## config.mk

```make
export PLATFORM = sky130hd
export DESIGN_NAME = hit_pulse_stretcher
export DESIGN_NICKNAME = d
export VERILOG_FILES = /design/src/rtl/stretch_pkg.sv /design/src/rtl/stretch_lane.sv /design/src/rtl/hit_pulse_stretcher.sv
export SDC_FILE = /design/constraint.sdc
export NUM_CORES = 1
export LEC_CHECK = 0
export BUFFER_PORTS_ARGS = -buffer_cell sky130_fd_sc_hd__buf_4
export CORE_MARGIN = 2
export CORE_UTILIZATION = 56
export CTS_CLUSTER_SIZE = 24
export DETAILED_ROUTE_END_ITERATION = 10
export PLACE_DENSITY = 0.79
export SYNTH_ARGS = -nofsm -noshare
export SYNTH_HDL_FRONTEND = slang
export SYNTH_SLANG_ARGS = --single-unit
```

## constraint.sdc

```tcl
create_clock -name clk -period 3.62 [get_ports clk]
set_input_delay 0 -clock clk [delete_from_list [all_inputs] [get_ports clk]]
set_output_delay 0 -clock clk [all_outputs]
set_load 0.1 [all_outputs]
```

## src/rtl/stretch_pkg.sv

```systemverilog
// Shared types and constants for the hit pulse stretcher.
// Optional build macro: STRETCH_BLINK_EN (blinking tail on level outputs).
package stretch_pkg;

  typedef enum logic {
    IDLE = 1'b0,
    HOLD = 1'b1
  } lane_state_t;

  localparam int              DROP_W   = 8;
  localparam logic [DROP_W-1:0] DROP_MAX = 8'd255;

  // Saturating add for the dropped-pulse statistic; never wraps past DROP_MAX.
  function automatic logic [DROP_W-1:0] sat_add(input logic [DROP_W-1:0] a,
                                                input logic [DROP_W-1:0] b);
    logic [DROP_W:0] sum;
    sum = {1'b0, a} + {1'b0, b};
    return (sum > {1'b0, DROP_MAX}) ? DROP_MAX : sum[DROP_W-1:0];
  endfunction

endpackage

```

## src/rtl/stretch_lane.sv

```systemverilog
// One stretcher lane: IDLE/HOLD FSM, hold down-counter, registered level and
// done strobe, plus a combinational "dropped" flag for the shared statistic.
// Optional build macro: STRETCH_BLINK_EN (level blinks in the second half of
// the hold; state, counter and done timing are identical either way).
module stretch_lane
  import stretch_pkg::*;
#(
  parameter  int HOLD_CYCLES = 8,
  localparam int CNT_W       = $clog2(HOLD_CYCLES)
) (
  input  logic        clk,
  input  logic        reset,
  input  logic        pulse,
  input  logic        retrig_en,
  input  logic        clear,
  output logic        level,
  output logic        done,
  output logic        dropped,
  output lane_state_t state
);

  localparam logic [CNT_W-1:0] RELOAD = CNT_W'(HOLD_CYCLES - 1);
  localparam logic [CNT_W-1:0] HALF   = CNT_W'(HOLD_CYCLES / 2);

  lane_state_t      state_d;
  logic [CNT_W-1:0] cnt, cnt_d;
  logic             level_d, done_d;

  // Next state: clear wins over everything; a pulse during HOLD either
  // reloads the counter (retrigger) or is counted as dropped.
  always_comb begin
    state_d = state;
    cnt_d   = cnt;
    done_d  = 1'b0;
    dropped = 1'b0;
    if (clear) begin
      state_d = IDLE;
      cnt_d   = '0;
    end else begin
      case (state)
        IDLE: begin
          if (pulse) begin
            state_d = HOLD;
            cnt_d   = RELOAD;
          end
        end
        HOLD: begin
          if (pulse && retrig_en) begin
            cnt_d = RELOAD;
          end else begin
            dropped = pulse;
            if (cnt == '0) begin
              state_d = IDLE;
              done_d  = 1'b1;
            end else begin
              cnt_d = cnt - CNT_W'(1);
            end
          end
        end
        default: begin
          state_d = IDLE;
          cnt_d   = '0;
        end
      endcase
    end
`ifdef STRETCH_BLINK_EN
    level_d = (state_d == HOLD) && ((cnt_d >= HALF) || cnt_d[0]);
`else
    level_d = (state_d == HOLD);
`endif
  end

  // Lane registers; outputs are taken straight from flops.
  always_ff @(posedge clk or negedge reset) begin
    if (!reset) begin
      state <= IDLE;
      cnt   <= '0;
      level <= 1'b0;
      done  <= 1'b0;
    end else begin
      state <= state_d;
      cnt   <= cnt_d;
      level <= level_d;
      done  <= done_d;
    end
  end

endmodule

```

## src/rtl/hit_pulse_stretcher.sv

```systemverilog
// Stretches per-lane one-cycle hit pulses into held level outputs, with
// retrigger control, synchronous clear, completion strobes and a saturating
// dropped-pulse counter shared by all lanes.
// Optional build macro: STRETCH_BLINK_EN (blinking tail before expiry).
module hit_pulse_stretcher
  import stretch_pkg::*;
#(
  parameter int LANES       = 4,
  parameter int HOLD_CYCLES = 8
) (
  input  logic              clk,
  input  logic              reset,
  input  logic [LANES-1:0]  pulse_in,
  input  logic              retrig_en,
  input  logic              clear,
  output logic [LANES-1:0]  level_out,
  output logic [LANES-1:0]  done_pulse,
  output logic              busy,
  output logic [DROP_W-1:0] drop_count
);

  logic [LANES-1:0]  dropped;
  logic [LANES-1:0]  lane_hold;
  lane_state_t       lane_state [LANES];
  logic [DROP_W-1:0] drop_sum;

  for (genvar i = 0; i < LANES; i++) begin : g_lane
    stretch_lane #(.HOLD_CYCLES(HOLD_CYCLES)) u_lane (
      .clk       (clk),
      .reset     (reset),
      .pulse     (pulse_in[i]),
      .retrig_en (retrig_en),
      .clear     (clear),
      .level     (level_out[i]),
      .done      (done_pulse[i]),
      .dropped   (dropped[i]),
      .state     (lane_state[i])
    );
    assign lane_hold[i] = (lane_state[i] == HOLD);
  end

  // busy is an OR of lane state flops, so it tracks HOLD even when blinking.
  assign busy = |lane_hold;

  // Count how many lanes dropped a pulse this cycle.
  always_comb begin
    drop_sum = '0;
    for (int i = 0; i < LANES; i++) begin
      drop_sum = drop_sum + DROP_W'(dropped[i]);
    end
  end

  // Saturating dropped-pulse statistic; clear leaves it alone.
  always_ff @(posedge clk or negedge reset) begin
    if (!reset) begin
      drop_count <= '0;
    end else begin
      drop_count <= sat_add(drop_count, drop_sum);
    end
  end

endmodule
```

Word level (Yosys, flattened, before mapping):

Index checks and enable logic that the tools add are counted.

* add/subtract/negate cells: 8
* multiply operators: 0
* divide/modulo/power cells: 0
* $lt $le $gt $ge: 1
* equality and inequality tests: 8
* shift-type cells: 0
* mux-type cells: 69
* bitwise operators: 4
* reduce and logical (&&, ||, !) cells: 13

Operator list (number)
* $mux W3: 16
* $mux W1: 44
* $pmux W3 S2: 4
* $ne A4 B4 Y1 const B: 4
* $logic_not A3 Y1: 4
* $ne A3 B3 Y1 const B: 4
* $sub A3 B1 Y3 const B: 4
* $add A8 B8 Y9: 1
* $gt A9 B8 Y1 const B: 1
* $mux W8: 1
* $pmux W1 S2: 4
* $reduce_and A2 Y1: 4
* $add A3 B1 Y4: 1
* $logic_and A1 B1 Y1: 4
* $not A1 Y1: 4
* $reduce_or A4 Y1: 1
* $add A2 B1 Y3: 1
* $add A1 B1 Y2: 1

* register bits: 28
* bits in latches: 0
* bits in writable memories: 0
* memory bits (read-only): 0
* memories kept: 0

Logic depth before layout (Yosys ltp):

Gate-level depths: netlist (run 1).

* depth after elaboration: 10
* mapped depth: 11

Cells and area by module:

A second synthesis (run 1) with hierarchy kept.

* cell total of the unflattened synthesis: 162
* area, all modules: 1715.4 um2

Modules (own cells, without submodules)
* stretch_lane: times used 4, cells each 29, area an instance 302.8 um2, sequential area each 125.1 um2
* hit_pulse_stretcher: times used 1, cells each 46, area an instance 504.2 um2, sequential area each 200.2 um2

Worst setup path after synthesis (run 1):

OpenSTA, ideal clock, no wires.

* path type: register -> register
* from: register g_lane[0].u_lane.level (netlist name)
* to: register drop_count[6]
* arrival: 2.794 ns
* slack: 0.700 ns
* cell stages (with the launch flop): 11
* path buffers: 0
* period minus slack after synthesis: 2.920 ns
* path through: dfrtp_1 and3_1 fa_1 ha_1 ha_1 inv_1 fa_1 and2b_1 o21ai_2 nor2_1 mux2_2

RTL lines
* end signal, assigned: RTL line hit_pulse_stretcher.sv:58 `drop_count <= sat_add(drop_count, drop_sum);`
* end, declared: RTL line hit_pulse_stretcher.sv:19 `output logic [DROP_W-1:0] drop_count`

Worst setup path in the final report (run 1):

* from: input clear
* to: register drop_count[2]

* word-level cells in the longest chain between the ends: 7
* elaborated cells on any way between the ends: 10
* those cells by class: 4 x add/sub; 1 x order compare; 5 x mux

Ends and longest elaborated chain
* start, declared: RTL line hit_pulse_stretcher.sv:15 `input logic clear,`
* $mux W1: RTL line stretch_lane.sv:36 `if (clear) begin`
* $add A1 B1 Y2: RTL line hit_pulse_stretcher.sv:49 `drop_sum = drop_sum + DROP_W'(dropped[i]);`
* $add A2 B1 Y3: RTL line hit_pulse_stretcher.sv:49
* $add A3 B1 Y4 *: RTL line hit_pulse_stretcher.sv:49
* $add A8 B8 Y9 *: RTL line stretch_pkg.sv:17 `sum = {1'b0, a} + {1'b0, b};`
* $gt A9 B8 Y1: RTL line stretch_pkg.sv:18 `return (sum > {1'b0, DROP_MAX}) ? DROP_MAX : sum[DROP_W-1:0];`
* $mux W8 *: RTL line stretch_pkg.sv:18

Every way passes the cells marked *; elsewhere a longest branch is shown, timed or not.
A chain may end at the register's enable or synchronous reset.

==> metrics.txt, run 1 <==
# TYPE chip_impl_metric gauge
chip_impl_metric{name="synthesized_flop_and_latch_total",unit=""} 28
chip_impl_metric{name="yosysUniqueCellTypes",unit=""} 31
chip_impl_metric{name="holdBufCountCts",unit=""} 6
chip_impl_metric{name="syn_area",unit="mm^2"} 0.00167
chip_impl_metric{name="power.leakage",unit="nW"} 0.956
chip_impl_metric{name="fmaxAchievable",unit="MHz"} 327
chip_impl_metric{name="syn_nets",unit=""} 180
chip_impl_metric{name="ys_warn_count",unit=""} 0
chip_impl_metric{name="pin_count",unit=""} 25
chip_impl_metric{name="drive_above_1_share",unit="%"} 24.3
chip_impl_metric{name="worstSetupPathDepth",unit=""} 13
chip_impl_metric{name="post-route-period-util",unit="%"} 84.4
chip_impl_info{name="worst_path_max_delay_cell",value="dlygate4sd3_1"} 1
chip_impl_metric{name="clk_latency",unit="ns"} 0.34
chip_impl_info{name="clk_root_buffer_cell",value="clkbuf_4"} 1
chip_impl_metric{name="num-fill-cells",unit=""} 224
chip_impl_metric{name="setup_slack_on_the_worst_flop_to_flop_path",unit="ns"} 0.59
chip_impl_info{name="violations",value="DRC"} 1
chip_impl_metric{name="dpl_cell_area",unit="mm^2"} 0.00182
chip_impl_metric{name="placement.io_buffers",unit=""} 24
chip_impl_metric{name="clockBufferDepth",unit=""} 2
chip_impl_metric{name="finalHoldViolCount",unit=""} 0
chip_impl_metric{name="post_layout_nonfiller_instances",unit=""} 212
chip_impl_metric{name="die_h",unit="um"} 58.6
chip_impl_info{name="critical_path.reg2reg.startpoint",value="g_lane[0].u_lane.level"} 1
chip_impl_metric{name="synthesized_area_divided_by_synthesized_cell_count",unit="um^2"} 10.6
chip_impl_metric{name="pwr_density_cell",unit="mW/mm^2"} 548
chip_impl_metric{name="post-cts-setup-buffers",unit=""} 0
chip_impl_metric{name="place.gp.congestion",unit=""} 0.764
chip_impl_metric{name="cts_num_sinks",unit=""} 28
chip_impl_info{name="cp-startpoint",value="clear"} 1
chip_impl_metric{name="clkTransAtPathRegs",unit="ns"} 0.15
chip_impl_info{name="worst_hold_path_type",value="input pin to async pin"} 1
chip_impl_metric{name="critPathMaxFanout",unit=""} 21
chip_impl_info{name="status",value="finished, violations left"} 1
chip_impl_metric{name="drt_iter0_markers",unit=""} 46
chip_impl_metric{name="antenna_cells",unit=""} 0
chip_impl_metric{name="worst_path_largest_cell_delay",unit="ns"} 0.53
chip_impl_metric{name="htreeDepth",unit=""} 1
chip_impl_metric{name="max_slew.worst_pin.slew",unit="ns"} 0.516
chip_impl_metric{name="dr_total_vias",unit=""} 1178
chip_impl_info{name="rsz0062_at_grt",value="false"} 1
chip_impl_info{name="crit_family",value="adder cells"} 1
chip_impl_metric{name="die_x",unit="um"} 58.6
chip_impl_info{name="worst-setup-path-type",value="input pin to flip-flop"} 1
chip_impl_metric{name="area_growth",unit="%"} 14.8
chip_impl_metric{name="number_of_global_route_vias_before_repair",unit=""} 1196
chip_impl_metric{name="viasPerCell",unit=""} 5.56
chip_impl_metric{name="fin_area",unit="mm^2"} 0.00192
chip_impl_metric{name="fp.dieArea",unit="mm^2"} 0.00344
chip_impl_info{name="crit_chain",value="dlygate4sd3_1, buf_4, nor2_1, and3_1, fa_1, ha_1, ha_1, inv_1, fa_1, and2b_1, o21ai_2, or3_1, o21ai_0"} 1
chip_impl_metric{name="globalRouteOverflowTotal",unit=""} 0
chip_impl_metric{name="place_ws",unit="ns"} 0.602
chip_impl_metric{name="tritoncts.num_buffers",unit=""} 3
chip_impl_metric{name="cp.arrival",unit="ns"} 3.33
chip_impl_info{name="critPathLaunchType",value="input pin"} 1
chip_impl_metric{name="drt.antenna.violating_nets",unit=""} 0
chip_impl_metric{name="ir_worst_vdd",unit="mV"} 0.429
chip_impl_metric{name="cts_resized",unit=""} 0
chip_impl_metric{name="grt_start_max_net_pins",unit=""} 29
chip_impl_metric{name="grtUsageTotal",unit="%"} 19.5
chip_impl_metric{name="worst_slew_margin_relative_to_its_limit",unit="%"} 65.3
chip_impl_metric{name="tmin_final",unit="ns"} 3.06
chip_impl_metric{name="finalSetupViolCount",unit=""} 0
chip_impl_metric{name="coreArea",unit="mm^2"} 0.00281
chip_impl_metric{name="worstPathRequired",unit="ns"} 3.90
chip_impl_metric{name="fin_nets",unit=""} 205
chip_impl_metric{name="place.detailed.instances",unit=""} 202
chip_impl_metric{name="detailedPlacementHpwl",unit="mm"} 2.33
chip_impl_metric{name="grt_first_pass_wirelength",unit="mm"} 5.09
chip_impl_metric{name="start_util",unit="%"} 59.6
chip_impl_metric{name="antenna_found_initial",unit=""} 0
chip_impl_metric{name="finalSetupTns",unit="ns"} 0
chip_impl_metric{name="remaining_drc_errors",unit=""} 3
chip_impl_metric{name="reg2regPathDepth",unit=""} 10
chip_impl_metric{name="routedWlPerCell",unit="um"} 14.4
chip_impl_metric{name="row_cnt",unit=""} 19
chip_impl_metric{name="iteration_count_of_the_initial_detailed_routing_pass",unit=""} 7
chip_impl_metric{name="setup_slack",unit="ns"} 0.564
chip_impl_metric{name="path_buf_inv",unit=""} 3
chip_impl_metric{name="worst_clock_skew",unit="ns"} 0.00347
chip_impl_info{name="cp-end-kind",value="flip-flop"} 1
chip_impl_info{name="clock_tree_from_tritoncts",value="yes"} 1
chip_impl_metric{name="postSynthCellCount",unit=""} 157
chip_impl_metric{name="ys_seq_area_share",unit="%"} 41.9
chip_impl_info{name="reg2reg_to",value="drop_count[2]"} 1
chip_impl_metric{name="timing.max_cap.violations",unit=""} 0
chip_impl_info{name="endpoint",value="drop_count[2]"} 1
chip_impl_metric{name="postRouteWirelength",unit="mm"} 3.06
chip_impl_metric{name="finalMaxSlewViolations",unit=""} 0
[sequential cells by signal, summed over array words and instances, names as in the netlist]
register / count
drop_count: 8
g_lane.u_lane.cnt: 12
g_lane.u_lane.done: 4
g_lane.u_lane.level: 4
[cells in the mapped netlist]
master / count / area, um^2
o31ai_1: 1 / 7.51
o21ai_2: 1 / 8.76
a221oi_1: 4 / 35.0
mux2i_1: 1 / 10.0
and3_1: 3 / 18.8
or3_1: 1 / 6.26
inv_1: 15 / 56.3
dfrtp_1: 28 / 701
mux2_2: 4 / 45.0
o21ai_0: 2 / 10.0
or4_2: 1 / 8.76
a21oi_2: 1 / 8.76
xnor2_1: 4 / 35.0
nor2b_1: 1 / 6.26
fa_1: 2 / 40.0
and3_2: 1 / 7.51
nor3b_1: 4 / 30.0
a31oi_1: 1 / 6.26
nand2b_1: 6 / 37.5
clkbuf_1: 2 / 7.51
nor2_1: 16 / 60.1
nand2_1: 14 / 52.6
buf_4: 8 / 60.1
ha_1: 13 / 163
a21o_1: 1 / 7.51
a211oi_1: 8 / 60.1
nor3_1: 1 / 5.00
nand2b_4: 4 / 55.1
a21boi_0: 4 / 30.0
a22oi_4: 4 / 85.1
and2b_1: 1 / 7.51
[final cells by class]
type / count / area, um^2 / area share, %
clock buffers: 4 / 36.3 / 1.89
inverters: 15 / 56.3 / 2.93
multi-input cells: 104 / 847 / 44.1
flip-flops and latches: 28 / 701 / 36.5
well taps: 31 / 38.8 / 2.02
repair buffers: 30 / 240 / 12.5
[stage by stage]
step	hold slack (ns)	total power [mW]	utilization, %
2_1_floorplan	-0.296	0.796	-
6_report	0.0876	1.05	68.4
5_1_grt	0.127	1.10	68.4
3_5_place_dp	-0.0588	0.903	65.0
3_3_place_gp	-0.0651	0.886	65.0
4_1_cts	0.0981	1.06	68.4
[worst reg2reg max path, cell delays in order, from the launching register on]
cell and delay (ns):
dfrtp_1 0.50, and3_1 0.23, fa_1 0.48, ha_1 0.21
ha_1 0.29, inv_1 0.06, fa_1 0.39, and2b_1 0.25
o21ai_2 0.08, or3_1 0.39, o21ai_0 0.09
[report_power, final]
group          switching [mW]  internal [mW]
registers              0.0439          0.360
clock network          0.0942         0.0618
logic                   0.363          0.130
[layout by cell type, fill, tap and decap left out, types with 2 or more instances in the layout]
master and count:
a221oi_1 4, a22oi_4 4, a211oi_1 8, clkbuf_4 3, fa_1 2, buf_4 24
and3_1 3, nor2_1 16, mux2_2 4, dlygate4sd3_1 6, ha_1 13, inv_1 15
o21ai_0 2, nand2b_4 4, dfrtp_1 28, xnor2_1 4, nand2_1 14, nor3b_1 4
a21boi_0 4, nand2b_1 6
[cell families after synthesis]
group                      Yosys count  synth area share (%)
and+or+nand+nor                     53                  17.7
DFF                                 28                  41.9
AOI/OAI and AO/OA                   27                  15.5
buffers and inverters               25                  7.41
adders and majority gates           15                  12.1
muxes                                5                  3.29
xor gates and xnor gates             4                  2.10
[worst min path at each step]
stage / startpoint / endpoint / slack [ns] / depth (start not counted)
after detailed placement: reset / g_lane[3].u_lane.cnt[0] / -0.06 / 1
after floorplan: reset / drop_count[0] / -0.30 / 0
after CTS: reset / g_lane[3].u_lane.cnt[0] / 0.1 / 2
final: reset / g_lane[3].u_lane.cnt[0] / 0.09 / 2
after global placement: reset / g_lane[3].u_lane.cnt[1] / -0.07 / 1
after global routing: reset / g_lane[2].u_lane.cnt[2] / 0.13 / 2
[routing by layer]
metal  routed length [um]  track usage, %  up-vias
met5                    0               0        -
met4                   55            7.14        0
met3                   92            3.52        5
met2                 1620            35.0       15
met1                 1290            23.2      583
li1                     -               -      575
Power figures use the tool's default switching activity.
==> run 2, diff against run 1 <==
- CORE_UTILIZATION: 56 -> 51
- PLACE_DENSITY: 0.79 -> 0.75
- clock period: 3.62 -> 2.7 ns (I/O delays scaled with it)
==> metrics.txt, run 2 (synthesized netlist as in run 1, its figures left out) <==
# TYPE chip_impl_metric gauge
chip_impl_metric{name="area_growth",unit="%"} 24.0
chip_impl_info{name="top_regs",value="g_lane.u_lane.cnt x12, drop_count x8"} 1
chip_impl_metric{name="number_of_global_route_vias_before_repair",unit=""} 1233
chip_impl_metric{name="max_slew.worst_pin.slew",unit="ns"} 0.505
chip_impl_metric{name="ir_worst_vdd",unit="mV"} 0.317
chip_impl_metric{name="fin_nets",unit=""} 213
chip_impl_info{name="cp-end-kind",value="flip-flop"} 1
chip_impl_info{name="layout.cells.most_common_list",value="33 x buf_4, 26 x dfrtp_1, 15 x nor2_1"} 1
chip_impl_metric{name="reg2regPathDepth",unit=""} 10
chip_impl_metric{name="finalMaxSlewViolations",unit=""} 0
chip_impl_metric{name="placement.io_buffers",unit=""} 24
chip_impl_metric{name="tritoncts.num_buffers",unit=""} 3
chip_impl_metric{name="switching_power",unit="uW"} 690
chip_impl_metric{name="tmin_final",unit="ns"} 2.76
chip_impl_metric{name="finalSetupViolCount",unit=""} 7
chip_impl_metric{name="pin_count",unit=""} 25
chip_impl_metric{name="setup_slack_on_the_worst_flop_to_flop_path",unit="ns"} -0.06
chip_impl_metric{name="row_cnt",unit=""} 20
chip_impl_metric{name="critPathMaxFanout",unit=""} 3
chip_impl_metric{name="worstPathRequired",unit="ns"} 2.94
chip_impl_metric{name="internal_power",unit="uW"} 766
chip_impl_metric{name="num-fill-cells",unit=""} 240
chip_impl_metric{name="detailedPlacementHpwl",unit="mm"} 2.32
chip_impl_metric{name="largest_register_ffs",unit=""} 12
chip_impl_info{name="crit_chain",value="and3_4, fa_1, ha_4, ha_4, inv_2, fa_2, and2b_1, o21ai_2, nor2_2, mux2_4"} 1
chip_impl_info{name="worst-setup-path-type",value="flip-flop to flip-flop"} 1
chip_impl_metric{name="antenna_found_initial",unit=""} 0
chip_impl_metric{name="sequential_power_share",unit="%"} 37.1
chip_impl_metric{name="fp.dieArea",unit="mm^2"} 0.00375
chip_impl_metric{name="hold_slack",unit="ns"} 0.0865
chip_impl_metric{name="fin_area",unit="mm^2"} 0.00207
chip_impl_metric{name="finalSetupTns",unit="ns"} -0.194
chip_impl_metric{name="clockBufferDepth",unit=""} 2
chip_impl_metric{name="postRouteWirelength",unit="mm"} 3.26
chip_impl_metric{name="drive_above_1_share",unit="%"} 36.5
chip_impl_metric{name="drt.antenna.violating_nets",unit=""} 0
chip_impl_info{name="clock_tree_from_tritoncts",value="yes"} 1
chip_impl_metric{name="timing.max_cap.violations",unit=""} 0
chip_impl_metric{name="grtUsageTotal",unit="%"} 19.8
chip_impl_metric{name="worst_path_largest_cell_delay",unit="ns"} 0.52
chip_impl_info{name="reg2reg_to",value="drop_count[6]"} 1
chip_impl_metric{name="routedWlPerCell",unit="um"} 14.0
chip_impl_metric{name="start_util",unit="%"} 54.3
chip_impl_metric{name="coreArea",unit="mm^2"} 0.00308
chip_impl_metric{name="place_ws",unit="ns"} -0.0870
chip_impl_metric{name="antenna_cells",unit=""} 0
chip_impl_metric{name="grt_start_max_net_pins",unit=""} 29
chip_impl_metric{name="die_x",unit="um"} 61.3
chip_impl_info{name="clk_root_buffer_cell",value="clkbuf_4"} 1
chip_impl_metric{name="grt_first_pass_wirelength",unit="mm"} 5.41
chip_impl_info{name="worst_path_max_delay_cell",value="fa_1"} 1
chip_impl_metric{name="power.share.clock",unit="%"} 14.1
chip_impl_metric{name="dr_total_vias",unit=""} 1224
chip_impl_metric{name="viasPerCell",unit=""} 5.25
chip_impl_info{name="largest-register",value="g_lane.u_lane.cnt"} 1
chip_impl_metric{name="post-route-period-util",unit="%"} 102
chip_impl_metric{name="iteration_count_of_the_initial_detailed_routing_pass",unit=""} 4
chip_impl_metric{name="switching_portion_of_total_power",unit="%"} 47.4
chip_impl_metric{name="power.leakage",unit="nW"} 0.989
chip_impl_metric{name="pwr-share-comb",unit="%"} 48.8
chip_impl_metric{name="cp.arrival",unit="ns"} 3.00
chip_impl_metric{name="worst_slew_margin_relative_to_its_limit",unit="%"} 66.1
chip_impl_info{name="critical_path.reg2reg.startpoint",value="g_lane[0].u_lane.level"} 1
chip_impl_info{name="rsz0062_at_grt",value="true"} 1
chip_impl_metric{name="dpl_cell_area",unit="mm^2"} 0.00195
chip_impl_info{name="critPathLaunchType",value="flip-flop"} 1
chip_impl_metric{name="pwr_density_cell",unit="mW/mm^2"} 702
chip_impl_info{name="status",value="finished, violations left"} 1
chip_impl_metric{name="finalHoldViolCount",unit=""} 0
chip_impl_metric{name="fmaxAchievable",unit="MHz"} 363
chip_impl_info{name="mostFrequentLayoutCell",value="buf_4"} 1
chip_impl_metric{name="remaining_drc_errors",unit=""} 0
chip_impl_info{name="timing.critical_path.mode_cell",value="ha_4"} 1
chip_impl_metric{name="drt_iter0_markers",unit=""} 49
chip_impl_metric{name="clk_latency",unit="ns"} 0.33
chip_impl_info{name="violations",value="setup timing"} 1
chip_impl_metric{name="clkTransAtPathRegs",unit="ns"} 0.15
chip_impl_info{name="worst_hold_path_type",value="input pin to async pin"} 1
chip_impl_metric{name="setup_slack",unit="ns"} -0.0586
chip_impl_metric{name="cts_num_sinks",unit=""} 28
chip_impl_metric{name="place.gp.congestion",unit=""} 0.824
chip_impl_metric{name="htreeDepth",unit=""} 1
chip_impl_metric{name="worst_clock_skew",unit="ns"} 0.0108
chip_impl_metric{name="die_h",unit="um"} 61.3
chip_impl_metric{name="globalRouteOverflowTotal",unit=""} 0
## run 2: stage by stage
stage | cells | total power [mW] | util (%)
finish | 233 | 1.46 | 67.4
global route | 233 | 1.53 | 67.4
CTS | 232 | 1.46 | 66.8
detailed placement | 222 | 1.23 | 63.3
global placement | 222 | 1.22 | 63.3
floorplan | 157 | 1.08 | -
## run 2: critical path, delay by kind of cell, from the launching register on
family | cells | cell delay (ns)
AND/OR/NAND/NOR | 3 | 0.51
buffers and inverters | 1 | 0.03
adder cells (fa/ha/maj) | 4 | 1.30
flip-flops | 1 | 0.43
multiplexers | 1 | 0.30
AO/OA/AOI/OAI | 1 | 0.09
## run 2: cell type report
| class | instances | area, um^2 | share of cell area [%] |
|---|---|---|---|
| multi-input cells | 104 | 925 | 44.6 |
| flip-flops and latches | 28 | 703 | 33.9 |
| repair buffers | 38 | 298 | 14.4 |
| inverters | 15 | 56.3 | 2.72 |
| well taps | 44 | 55.1 | 2.66 |
| clock buffers | 4 | 36.3 | 1.75 |
## run 2: layer usage
| layer | GRT usage, % | up-vias | wire, um | part of all wire [%] |
|---|---|---|---|---|
| li1 | - | 592 | - | - |
| met1 | 22.1 | 603 | 1400 | 43 |
| met2 | 37.5 | 25 | 1710 | 52 |
| met3 | 2.52 | 4 | 115 | 3.5 |
| met4 | 8.07 | 0 | 31 | 0.95 |
| met5 | 0 | - | 0 | 0 |
## run 2: worst max-delay path by stage
stage | startpoint | endpoint | slack, ns
floorplan | g_lane[1].u_lane.level | drop_count[6] | -0.1
global placement | g_lane[1].u_lane.level | drop_count[6] | -0.0007
detailed placement | g_lane[1].u_lane.level | drop_count[6] | -0.09
CTS | g_lane[0].u_lane.level | drop_count[6] | -0.05
finish | g_lane[0].u_lane.level | drop_count[6] | -0.06
global route | g_lane[0].u_lane.level | drop_count[6] | -0.14
## run 2: what timing repair did
| action | in CTS | in global routing |
|---|---|---|
| buffers inserted | 1 | 1 |
| setup endpoints to repair | 5 | 8 |
| hold buffers | 5 | 0 |
| pin swaps | 5 | 0 |
| endpoints found under the hold margin | 32 | 0 |
| gates resized for setup | 5 | 2 |
## run 2: power groups by stage
stage                     clock network [mW]  logic, mW  registers, mW
final                                  0.205      0.710          0.540
after global routing                   0.226      0.756          0.550
after CTS                              0.210      0.707          0.539
after detailed placement                   0      0.686          0.548
after global placement                     0      0.673          0.544
after floorplan                            0      0.270          0.810
